**config.mk**
```make
export PLATFORM = sky130hd
export DESIGN_NAME = queue_flat
export DESIGN_NICKNAME = d
export VERILOG_FILES = /design/src/rtl/queue_if.sv /design/src/rtl/queue.sv /design/src/flat_wrapper.sv
export SDC_FILE = /design/constraint.sdc
export NUM_CORES = 1
export LEC_CHECK = 0
export BUFFER_PORTS_ARGS = -buffer_cell sky130_fd_sc_hd__buf_2
export CAP_MARGIN = 20
export CORE_MARGIN = 5
export CORE_UTILIZATION = 56
export CTS_CLUSTER_DIAMETER = 200
export DETAILED_ROUTE_END_ITERATION = 7
export GPL_TIMING_DRIVEN = 0
export HOLD_SLACK_MARGIN = 0.05
export PLACE_DENSITY = 0.85
export SLEW_MARGIN = 25
export SYNTH_ARGS = -nofsm -noshare
export SYNTH_HDL_FRONTEND = slang
export SYNTH_SLANG_ARGS = --single-unit
```
**constraint.sdc**
```tcl
create_clock -name clk -period 3.7 [get_ports clk]
set_input_delay 1.11 -clock clk [delete_from_list [all_inputs] [get_ports clk]]
set_output_delay 1.11 -clock clk [all_outputs]
set_load 0.1 [all_outputs]
```
**src/rtl/queue_if.sv**
```systemverilog
// Handshake/data bundle for the queue: producer/consumer side (master) and
// storage side (slave).
interface queue_if #(
  parameter int WIDTH = 16,
  parameter int DEPTH = 10
) ();
  localparam int CW = $clog2(DEPTH + 1);

  logic             we;
  logic [WIDTH-1:0] in;
  logic             re;
  logic [WIDTH-1:0] out;
  logic             empty;
  logic             full;
  logic [CW-1:0]    count;
  logic             ovf;
  logic             unf;

  modport master (
    output we, in, re,
    input  out, empty, full, count, ovf, unf
  );

  modport slave (
    input  we, in, re,
    output out, empty, full, count, ovf, unf
  );
endinterface

```
**src/rtl/queue.sv**
```systemverilog
// Synchronous first-word-fall-through queue of DEPTH x WIDTH registers.
// DEPTH need not be a power of two, so both pointers wrap by explicit compare.
// A pop is evaluated first, which lets a push into a full queue succeed when
// the head leaves in the same cycle.
module queue #(
  parameter int WIDTH = 16,
  parameter int DEPTH = 10
) (
  input  logic   clk,
  input  logic   rst,
  queue_if.slave bus_if
);
  localparam int CW = $clog2(DEPTH + 1);
  localparam int PW = (DEPTH > 1) ? $clog2(DEPTH) : 1;

  logic [WIDTH-1:0] mem_q [DEPTH];
  logic [PW-1:0]    rp_q, rp_d;
  logic [PW-1:0]    wp_q, wp_d;
  logic [CW-1:0]    count_q, count_d;
  logic             empty_q, empty_d;
  logic             full_q, full_d;
  logic             ovf_q, ovf_d;
  logic             unf_q, unf_d;
  logic             push_s, pop_s;

  // Acceptance, next pointers, occupancy, flags and rejection pulses.
  always_comb begin
    pop_s  = bus_if.re & ~empty_q;
    push_s = bus_if.we & (~full_q | pop_s);

    rp_d = rp_q;
    if (pop_s) begin
      if (rp_q == PW'(DEPTH - 1)) begin
        rp_d = '0;
      end else begin
        rp_d = rp_q + PW'(1);
      end
    end else begin
      rp_d = rp_q;
    end

    wp_d = wp_q;
    if (push_s) begin
      if (wp_q == PW'(DEPTH - 1)) begin
        wp_d = '0;
      end else begin
        wp_d = wp_q + PW'(1);
      end
    end else begin
      wp_d = wp_q;
    end

    case ({push_s, pop_s})
      2'b10:   count_d = count_q + CW'(1);
      2'b01:   count_d = count_q - CW'(1);
      default: count_d = count_q;
    endcase

    empty_d = (count_d == CW'(0));
    full_d  = (count_d == CW'(DEPTH));
    ovf_d   = bus_if.we & ~push_s;
    unf_d   = bus_if.re & ~pop_s;
  end

  // State update; reset clears storage so the head reads 0 afterwards.
  always_ff @(posedge clk) begin
    if (rst) begin
      for (int i = 0; i < DEPTH; i++) begin
        mem_q[i] <= '0;
      end
      rp_q    <= '0;
      wp_q    <= '0;
      count_q <= '0;
      empty_q <= 1'b1;
      full_q  <= 1'b0;
      ovf_q   <= 1'b0;
      unf_q   <= 1'b0;
    end else begin
      if (push_s) begin
        mem_q[wp_q] <= bus_if.in;
      end
      rp_q    <= rp_d;
      wp_q    <= wp_d;
      count_q <= count_d;
      empty_q <= empty_d;
      full_q  <= full_d;
      ovf_q   <= ovf_d;
      unf_q   <= unf_d;
    end
  end

  assign bus_if.out   = mem_q[rp_q];
  assign bus_if.empty = empty_q;
  assign bus_if.full  = full_q;
  assign bus_if.count = count_q;
  assign bus_if.ovf   = ovf_q;
  assign bus_if.unf   = unf_q;
endmodule

```
**src/flat_wrapper.sv**
```systemverilog
// flat-port wrapper written by rule: the top's interface ports become plain ports
module queue_flat 
#(
  parameter int WIDTH = 16,
  parameter int DEPTH = 10
)
  (clk, rst, bus_if_we, bus_if_in, bus_if_re, bus_if_out, bus_if_empty, bus_if_full, bus_if_count, bus_if_ovf, bus_if_unf);
  queue_if #(.WIDTH(WIDTH), .DEPTH(DEPTH)) bus_if_i ();
  input  logic clk;
  input  logic rst;
  input wire logic [$bits(bus_if_i.we)-1:0] bus_if_we;
  input wire logic [$bits(bus_if_i.in)-1:0] bus_if_in;
  input wire logic [$bits(bus_if_i.re)-1:0] bus_if_re;
  output wire logic [$bits(bus_if_i.out)-1:0] bus_if_out;
  output wire logic [$bits(bus_if_i.empty)-1:0] bus_if_empty;
  output wire logic [$bits(bus_if_i.full)-1:0] bus_if_full;
  output wire logic [$bits(bus_if_i.count)-1:0] bus_if_count;
  output wire logic [$bits(bus_if_i.ovf)-1:0] bus_if_ovf;
  output wire logic [$bits(bus_if_i.unf)-1:0] bus_if_unf;
  assign bus_if_i.we = bus_if_we;
  assign bus_if_i.in = bus_if_in;
  assign bus_if_i.re = bus_if_re;
  assign bus_if_out = bus_if_i.out;
  assign bus_if_empty = bus_if_i.empty;
  assign bus_if_full = bus_if_i.full;
  assign bus_if_count = bus_if_i.count;
  assign bus_if_ovf = bus_if_i.ovf;
  assign bus_if_unf = bus_if_i.unf;
  queue #(.WIDTH(WIDTH), .DEPTH(DEPTH)) u_core (.clk(clk), .rst(rst), .bus_if(bus_if_i));
endmodule
```
### Word-level counts from Yosys, hierarchy flattened

Memories as Yosys holds them, arrays and structs flattened. A register that Yosys moved wholly into a read port is not among the register bits.
Index checks and enable logic that the tools add are counted.

| cells by class | value |
|---|---|
| equality and inequality tests | 5 |
| multiplexer cells | 13 |
| reduce and logical (&&, ||, !) cells | 2 |
| $add $sub $neg | 4 |
| bitwise gates (word level) | 9 |

Operators with widths:

| cell | count |
|---|---|
| $mux 4 | 5 |
| $mux 16 | 1 |
| $reduce_or 16->1 | 1 |
| $add 4x1->4 const B | 3 |
| $eq 4x4->1 const B | 3 |
| $pmux 4 s2 | 1 |
| $mux 1 | 6 |
| $and 1x1->1 | 4 |
| $logic_not 4->1 | 1 |
| $not 1->1 | 4 |
| $sub 4x1->4 const B | 1 |
| $eq 2x1->1 const B | 1 |
| $eq 2x2->1 const B | 1 |
| $or 1x1->1 | 1 |

| word-level totals | value |
|---|---|
| memories kept | 1 |
| memory bits (writable) | 160 |
| bits in registers | 16 |
| input bits | 20 |

Memories:

| name | depth | bits a word | read ports | clocked after memory_dff | write ports | RTL line | source |
|---|---|---|---|---|---|---|---|
| u_core.mem_q | 10 | 16 | 1 | 1 | 10 | queue.sv:16 | `logic [WIDTH-1:0] mem_q [DEPTH];` |

### Longest topological paths before layout

Gate-level depths: netlist of the first run.

| logic depth | value |
|---|---|
| word-level depth | 9 |
| gate-level depth with buffers | 10 |
| depth with buffers taken out | 9 |

### Worst setup path before layout of the first run

Ideal clock, no wire load.

| path | value |
|---|---|
| kind | input-to-reg |
| start | in bus_if_re |
| end | mem u_core.mem_q[3][0], enable pin |
| required time | 3,286 ps |
| arrival time | 3,229 ps |
| slack | 57 ps |
| stages on the path | 6 |
| path buffers | 2 |
| cells stage by stage | nor2b_1 -> buf_2 -> o21ba_2 -> buf_2 -> nand3_1 -> o31ai_1 |

RTL lines:

| element | RTL line | source |
|---|---|---|
| start: declaration | flat_wrapper.sv:13 | `input wire logic [$bits(bus_if_i.re)-1:0] bus_if_re;` |
| end: declaration | queue.sv:16 |  |

==> results of run 1 <==
[registers in the layout, summed over array words and instances, names as in the netlist, named ones only]
signal               flops
u_core.bus_if.ovf        1
u_core.mem_q           256
u_core.bus_if.unf        1
u_core.rp_q              4
u_core.bus_if.empty      1
u_core.wp_q              4
u_core.bus_if.full       1
u_core.bus_if.count      4
[layout make-up]
type                    count  area (sq um)
flip-flops and latches    276          8090
fillers                  1374          7250
multi-input cells         368          3460
clock buffers              35           716
repair buffers             60           573
well taps                 275           344
plain buffers              42           309
clock inverters            15           125
inverters                   3          11.3
[how the worst max path moves through the flow]
stage          slack [ps]                  to      start  cells after the start
6_report                4       bus_if_out[0]   register                      5
5_1_grt               -20      bus_if_out[15]   register                      5
4_1_cts                -3       bus_if_out[2]   register                      4
3_5_place_dp         -220       bus_if_out[2]   register                      5
3_3_place_gp        -1250  u_core.mem_q[3][8]  bus_if_re                      7
2_1_floorplan          60  u_core.mem_q[3][0]  bus_if_re                      6
[through the flow]
step                      util (%)  worst slack, ps  cells  TNS (ps)
final                         65.3             3.81   1074         0
after global routing          65.3            -17.7   1074     -61.7
after CTS                     64.8            -2.65   1070     -2.68
after detailed placement      60.3             -223   1022     -2340
after global placement        59.1            -1250   1009   -166370
after floorplan                  -             56.6    691         0
[routing by layer]
metal  part of all wire (%)  vias to the layer above  GRT usage [%]
met3                    8.2                       71           3.73
met4                    4.7                        0           8.62
met5                      0                        -              0
met2                     51                      390           40.3
met1                     36                     3360           30.6
li1                       -                     2852              -
[repair_timing]
item	CTS	global route
gates cloned	0	1
endpoints found under the setup margin	16	16
buffers inserted	0	3
hold endpoints to repair	0	0
gates resized for setup	62	24
[power by group through the flow]
stage / Combinational (mW) / Sequential (mW) / Clock (mW)
2_1_floorplan: 0.980 / 3.78 / 0
3_3_place_gp: 1.42 / 3.64 / 0
3_5_place_dp: 1.47 / 3.64 / 0
4_1_cts: 1.59 / 3.58 / 2.63
5_1_grt: 1.72 / 3.60 / 2.79
6_report: 1.65 / 3.59 / 2.63
[cell families after synthesis]
kind of cell	share of synthesized area, %
buffers and inverters	2.20
adders and majority gates	0.318
muxes	17.1
DFF	68.6
AOI/OAI and AO/OA	1.77
xor gates and xnor gates	0.594
and+or+nand+nor	9.50
[Yosys cell counts (all sizes together)]
cell     number
edfxtp      256
nor2        127
mux4         80
and2         49
nand2        36
buf          28
dfxtp        20
clkbuf       16
o21ai         9
nor2b         8
a21oi         6
nand2b        6
xor2          6
a21o          4
o31ai         4
ha            3
inv           3
mux2i         3
nand3         3
nor3          3
o2111ai       3
and4b         2
nand3b        2
or2           2
xnor2         2
a2111oi       1
a21bo         1
a41o          1
and3          1
and3b         1
nand4b        1
nor3b         1
o211ai        1
o21ba         1
or3           1
[worst max-delay path: stages, from the launching register on]
cell and delay [ps]:
dfxtp_4 380, buf_12 160, buf_12 170, mux4_1 590, mux4_2 540, buf_8 200
==> metrics.txt, run 1 <==
Psw=2.21 mW; DRT iter0 DRCs=665; vias in the first global route=slightly below 7000; port bufs=43; R2R depth=9; crit-path max FO=10; Avg Cell Area, Syn=~17 sq um; Final ANT Viol Nets=0; ant diodes=0; Critical Path Start Type=register; Internal=5.66 mW; worst hold stages=1; Yosys reg bits=276; Clock Pin Slew Worst Setup and Hold Paths=60 ps; via count=6673; gr usage total=23.5%; Min Hold Slack=538 ps; TritonRoute pass-1 iters=5; Worst Path Required=2590 ps; Yosys cell types=41; Tot Pwr=a little under 8 mW; initial antenna violation count=0; CTS tree=done; leakage=about 4.8 nW; Final #Nets=801; status=complete, no violations; htree depth=1; CTS max path bufs=3; die area=about 0.024 sq mm; Routed WL=roughly 28000 um; headroom to the max-slew limit=35.0%; Syn-to-layout area delta=15.6%; Synth Warn #=0; CTS root buf=clkbuf_16; power density over the cells=577 mW/mm^2; critical setup path kind=reg -> out; worst min path class=reg -> reg; final slew viol count=0; Min-Delay Startpoint=u_core.bus_if.empty; num ports=44; crit end category=primary output; die height=between 150 and 200 um; RSZ-0062 raised after global routing=yes; Worst Tran Pin Value=974 ps; final count of negative-setup-slack endpoints=0; top cell type's share of synthesized area=approximately two thirds; DRC Markers=0; synth top area cells=edfxtp_1 65%, mux4_1 11%, mux4_2 6.1%; Synth Net Count=714; peak supply drop=455 uV; top cell type by total area after synthesis=edfxtp_1; Vias/cell=6.21; Seq/Total Area, Yosys=68.6%; switch share=28.1%; Worst-Skew Late Latency=540 ps; commonest non-fill, non-tap cells in the layout=256 x edfxtp_1, 122 x nor2_1, 50 x mux4_2; GRT overflow=0; Hold Fails Final Rpt=0; reg2reg end=u_core.bus_if.full; Seq pwr share=45.6%; Rows=53; Clock Power Share=33.4%; share of layout cells above drive strength 1=24.2%; Arr. time, crit path=2590 ps; hold buffer count at cts=0; largest net degree at the start of global routing=17; commonest non-fill, non-tap cell in the layout=edfxtp_1; CORE AREA=0.0209 sq mm; die width=155 um; cell count after synthesis=691; Tcrit/Tclk final=between 90% and 100%; Design Area, Final=0.0136 sq mm; Fmax=0.271 GHz; Clock Skew=20.6 ps; Comb power frac=21.0%; Initial Utilization=between 50 and 60%; hpwl dp=18100 um; WL per Instance=26.1 um; netlist area before placement=between 0.01 and 0.015 sq mm; reg2reg setup slack=roughly 900 ps; minimum clock period=3700 ps; Worst R2R Start=u_core.bus_if.empty; CTS buffer count=27; Placed Instance Area=around 0.013 sq mm; first-pass GRT wire length=~42000 um; Hold EP=u_core.bus_if.unf; Final GP Congestion=around 0.81; clock sinks=276; max_cap viols=0
No activity file was read; power rests on OpenSTA's default activity.
==> run 2: changes to the inputs <==
==> constraint.sdc (replaced) <==
create_clock -name clk -period 3.7 [get_ports clk]
set_input_delay 1.11 -clock clk [delete_from_list [all_inputs] [get_ports clk]]
set_output_delay 1.11 -clock clk [all_outputs]
set_load 0.05 [all_outputs]
==> run 2 against run 1 <==
Routed wire length about the same. Global-route usage about the same. Critical path depth unchanged. Clock power about the same. Flip-flop and latch count unchanged. Cell area down 0.70%. Worst setup slack better by 16 ps. Sequential power about the same. Register-to-register slack worse by 20 ps. Die area unchanged. Critical path type unchanged. Highest routed layer unchanged.
==> metrics.txt, run 2 (same netlist as run 1, synthesis figures left out) <==
crit end category=primary output; TritonRoute pass-1 iters=5; GRT overflow=0; DRC Markers=0; port bufs=43; fillers=~1400; share of layout cells above drive strength 1=around a quarter; commonest non-fill, non-tap cells in the layout=256 x edfxtp_1, 122 x nor2_1, 49 x and2_1; DRT iter0 DRCs=691; Placed Instance Area=0.0126 sq mm; power density over the cells=560 mW/mm^2; Rows=53; max_cap viols=0; critical setup path kind=reg -> out; minimum clock period=3680 ps; die area=0.0241 sq mm; WL per Instance=26.1 um; Final ANT Viol Nets=0; worst min path class=reg -> reg; Arr. time, crit path=2570 ps; headroom to the max-slew limit=35.7%; CORE AREA=0.0209 sq mm; Reg with most FFs=u_core.mem_q; max reg flops=256; largest net degree at the start of global routing=17; vias in the first global route=roughly 6800; Clock Skew=18.9 ps; setup TNS=0 ps; pre-CTS WS=-141 ps; final count of negative-setup-slack endpoints=0; CTS buffer count=27; Fmax=0.272 GHz; leakage=4.74 nW; peak supply drop=451 uV; num ports=44; Final WS setup=19.4 ps; Final #Nets=roughly 800; storage element area=between 0.008 and 0.009 sq mm; via count=about 6700; status=complete, no violations; Critical Path Start Type=register; hold buffer count at cts=0; final slew viol count=0; die width=155 um; initial antenna violation count=0; CTS max path bufs=3; Design Area, Final=0.0135 sq mm; Multi-input gate area=0.00347 sq mm; clock sinks=276; first-pass GRT wire length=41600 um; Final GP Congestion=0.813; Syn-to-layout area delta=14.8%; hpwl dp=18100 um; ant diodes=0; die height=~160 um; CTS root buf=clkbuf_16; gr usage total=23.4%; Hold Fails Final Rpt=0; htree depth=1; CTS tree=done; Vias/cell=6.25; crit-path max FO=10; Initial Utilization=56.5%; Worst-Skew Late Latency=540 ps; Worst Tran Pin Value=964 ps; Routed WL=about 28000 um; commonest non-fill, non-tap cell in the layout=edfxtp_1; Tcrit/Tclk final=a little under 100%; Clock Pin Slew Worst Setup and Hold Paths=60 ps; Worst Path Required=approximately 2600 ps; RSZ-0062 raised after global routing=yes
[run 2: metrics by stage]
| stage | total power [mW] | utilization (%) | cells | hold WS [ps] |
|---|---|---|---|---|
| 2_1_floorplan | 4.52 | - | 691 | 473 |
| 3_3_place_gp | 4.81 | 59.1 | 1009 | 519 |
| 3_5_place_dp | 4.87 | 60.3 | 1022 | 522 |
| 4_1_cts | 7.51 | 64.4 | 1070 | 541 |
| 5_1_grt | 7.80 | 64.8 | 1074 | 561 |
| 6_report | 7.58 | 64.8 | 1074 | 539 |
[run 2: worst paths after layout]
kind | start | end | slack, ps | depth (start not counted)
setup / recovery | register | bus_if_out[3] | 20 | 5
setup reg to reg | u_core.bus_if.empty | u_core.bus_if.full | 880 | 9
hold reg to reg | u_core.bus_if.empty | u_core.bus_if.unf | 540 | 1
hold / removal | u_core.bus_if.empty | u_core.bus_if.unf | 540 | 1
[run 2: metal layers]
layer	up-vias	track usage [%]	wire length [um]	share of wire, %
met1	3379	30.7	10200	36
met3	79	3.78	2240	8.0
met4	0	8.66	1320	4.7
met2	401	40.1	14300	51
li1	2852	-	-	-
met5	-	0	0	0
[run 2: area by class of cell]
type,count,share of cell area (%)
Sequential cell,276,59.8
Multi-Input combinational cell,368,25.6
Clock buffer,35,5.29
Timing Repair Buffer,60,3.49
Tap cell,275,2.54
Buffer,42,2.26
Clock inverter,15,0.924
Inverter,3,0.0832
[run 2: power breakdown]
part	total (mW)	internal, mW	switching [mW]	leakage, nW
combinational	1.35	0.583	0.767	1.63
sequential	3.59	3.52	0.0690	2.70
clock	2.64	1.50	1.14	0.414
[run 2: what timing repair did]
item                       CTS  global route
setup endpoints to repair   16            16
gates cloned                 0             1
buffers inserted             0             3
gates resized for setup     37            24
pin swaps                    0             0
[run 2: worst max-delay path, stage by stage (launching register included)]
cell     delay (ps)
dfxtp_4         380
buf_12          160
buf_12          160
mux4_1          590
mux4_2          520
buf_4           220
==> run 3: changes to the inputs <==
--- a/config.mk
+++ b/config.mk
@@ -8,12 +8,13 @@
 export BUFFER_PORTS_ARGS = -buffer_cell sky130_fd_sc_hd__buf_2
 export CAP_MARGIN = 20
 export CORE_MARGIN = 5
-export CORE_UTILIZATION = 56
+export CORE_UTILIZATION = 58
+export CTS_BUF_LIST = sky130_fd_sc_hd__clkbuf_2
 export CTS_CLUSTER_DIAMETER = 200
 export DETAILED_ROUTE_END_ITERATION = 7
 export GPL_TIMING_DRIVEN = 0
 export HOLD_SLACK_MARGIN = 0.05
-export PLACE_DENSITY = 0.85
+export PLACE_DENSITY = 0.87
 export SLEW_MARGIN = 25
 export SYNTH_ARGS = -nofsm -noshare
 export SYNTH_HDL_FRONTEND = slang
==> constraint.sdc (replaced) <==
create_clock -name clk -period 3.1 [get_ports clk]
set_input_delay 0.93 -clock clk [delete_from_list [all_inputs] [get_ports clk]]
set_output_delay 0.93 -clock clk [all_outputs]
set_load 0.05 [all_outputs]
==> run 3 against run 2 <==
The run now ends with setup timing left. Register-to-register slack got worse by 510 ps. Combinational power up 27%. Clock-buffer cell count grew 58. Critical path depth is the same. Final cell count increased by 5.1%. Via count up 3.9%. Worst hold slack lost 160 ps. Critical endpoint is now bus_if_out[13]. Largest cell class unchanged. Largest power group unchanged.
==> metrics.txt, run 3 (same netlist as run 1, synthesis figures left out) <==
Initial Utilization=58.7%; Worst Path Required=2170 ps; Worst-Skew Late Latency=800 ps; peak supply drop=440 uV; CTS tree=done; Final GP Congestion=~0.80; max reg flops=approximately 260; DRT iter0 DRCs=807; CP cell instances=buf_12 -> buf_12 -> mux4_2 -> mux4_2 -> buf_8; critical path's slowest cell=mux4_2; critical setup path kind=reg -> out; Placed Instance Area=0.0126 sq mm; power density over the cells=632 mW/mm^2; die width=between 150 and 200 um; vias in the first global route=7232; Routed WL=27400 um; via count=6974; Final WS setup=-618 ps; Min-Delay Startpoint=bus_if_re; htree depth=3; CP max stage delay=550 ps; Rows=between 50 and 60; CTS root buf=clkbuf_2; crit-path max FO=10; Worst R2R Start=u_core.bus_if.empty; ant diodes=0; Fmax=0.269 GHz; CORE AREA=0.0201 sq mm; fillers=1306; RSZ-0062 raised after global routing=yes; minimum clock period=3720 ps; Syn-to-layout area delta=13.2%; final count of negative-setup-slack endpoints=16; clock sinks=276; initial antenna violation count=0; Tot Pwr=8.44 mW; Vias/cell=6.18; Design Area, Final=0.0133 sq mm; WL per Instance=24.3 um; Arr. time, crit path=2790 ps; Min Hold Slack=381 ps; die height=153 um; placed cell count=just over 1000; Worst Tran Pin Value=857 ps; Reg with most FFs=u_core.mem_q; max_cap viols=0; num ports=44; Clock Pin Slew Worst Setup and Hold Paths=approximately 80 ps; port bufs=43; CTS buffer count=69; fin cells=1129; CTS max path bufs=3; Clock Skew=50.5 ps; crit end category=primary output; die area=about 0.023 sq mm; final slew viol count=0; GRT overflow=0; WP buf/inv=3; first-pass GRT wire length=42000 um; leakage=4.72 nW; hpwl dp=18000 um; status=complete, but fails checks; gr usage total=23.9%; largest net degree at the start of global routing=17; commonest non-fill, non-tap cells in the layout=256 x edfxtp_1, 122 x nor2_1, 93 x clkbuf_2; Final #Nets=843; worst min path class=in -> reg; critical path's top delay family=multiplexers; headroom to the max-slew limit=42.9%; DRC Markers=0; failing checks=setup timing; share of layout cells above drive strength 1=32.6%; Final ANT Viol Nets=0; Tcrit/Tclk final=120%; Hold Fails Final Rpt=0; setup TNS=-9300 ps; commonest non-fill, non-tap cell in the layout=edfxtp_1; TritonRoute pass-1 iters=5; Critical Path Start Type=register
## run 3: changes by cell type in the layout (fill, tap and decap cells not counted), sizes merged
cell	change
buf	-3
clkinvlp	+2
clkbuf	+61
clkinv	-1
bufinv	+1
## run 3: layout make-up
class                           instances  area (sq um)  area share, %
Clock inverter                         17           153           1.14
Timing Repair Buffer                   60           594           4.45
Inverter                                3          11.3         0.0844
Tap cell                              270           338           2.53
Clock buffer                           93           465           3.49
Sequential cell                       276          8090           60.6
Multi-Input combinational cell        368          3390           25.4
Buffer                                 42           307           2.30
## run 3: timing repair
action                     4_1_cts  5_1_grt
resized for setup              103        6
hold buffers                     0        0
setup buffers                    1        0
gates cloned                     3        1
setup endpoints to repair       16       16
## run 3: per-stage QoR
step,utilization (%),setup slack [ps]
6_report,66.4,-618
5_1_grt,66.4,-741
4_1_cts,66.4,-700
3_5_place_dp,62.6,-469
3_3_place_gp,61.5,-928
2_1_floorplan,-,29.6
## run 3: final timing paths
path	depth (start not counted)	to	slack [ps]
setup reg to reg	10	u_core.bus_if.full	370
hold reg to reg	1	u_core.bus_if.unf	540
hold / removal	2	u_core.bus_if.unf	380
setup / recovery	5	bus_if_out[13]	-620
## run 3: layer usage
layer | vias to the layer above | part of all wire [%] | track usage [%]
met2 | 480 | 50 | 38.7
met5 | - | 0 | 0
met3 | 79 | 9.7 | 6.05
met1 | 3479 | 36 | 30.8
met4 | 0 | 4.1 | 11.2
li1 | 2936 | - | -
## run 3: report_power, final
part	internal (mW)	switching (mW)	leakage, nW
clock	1.05	1.39	0.455
sequential	4.20	0.0790	2.70
combinational	0.787	0.932	1.57
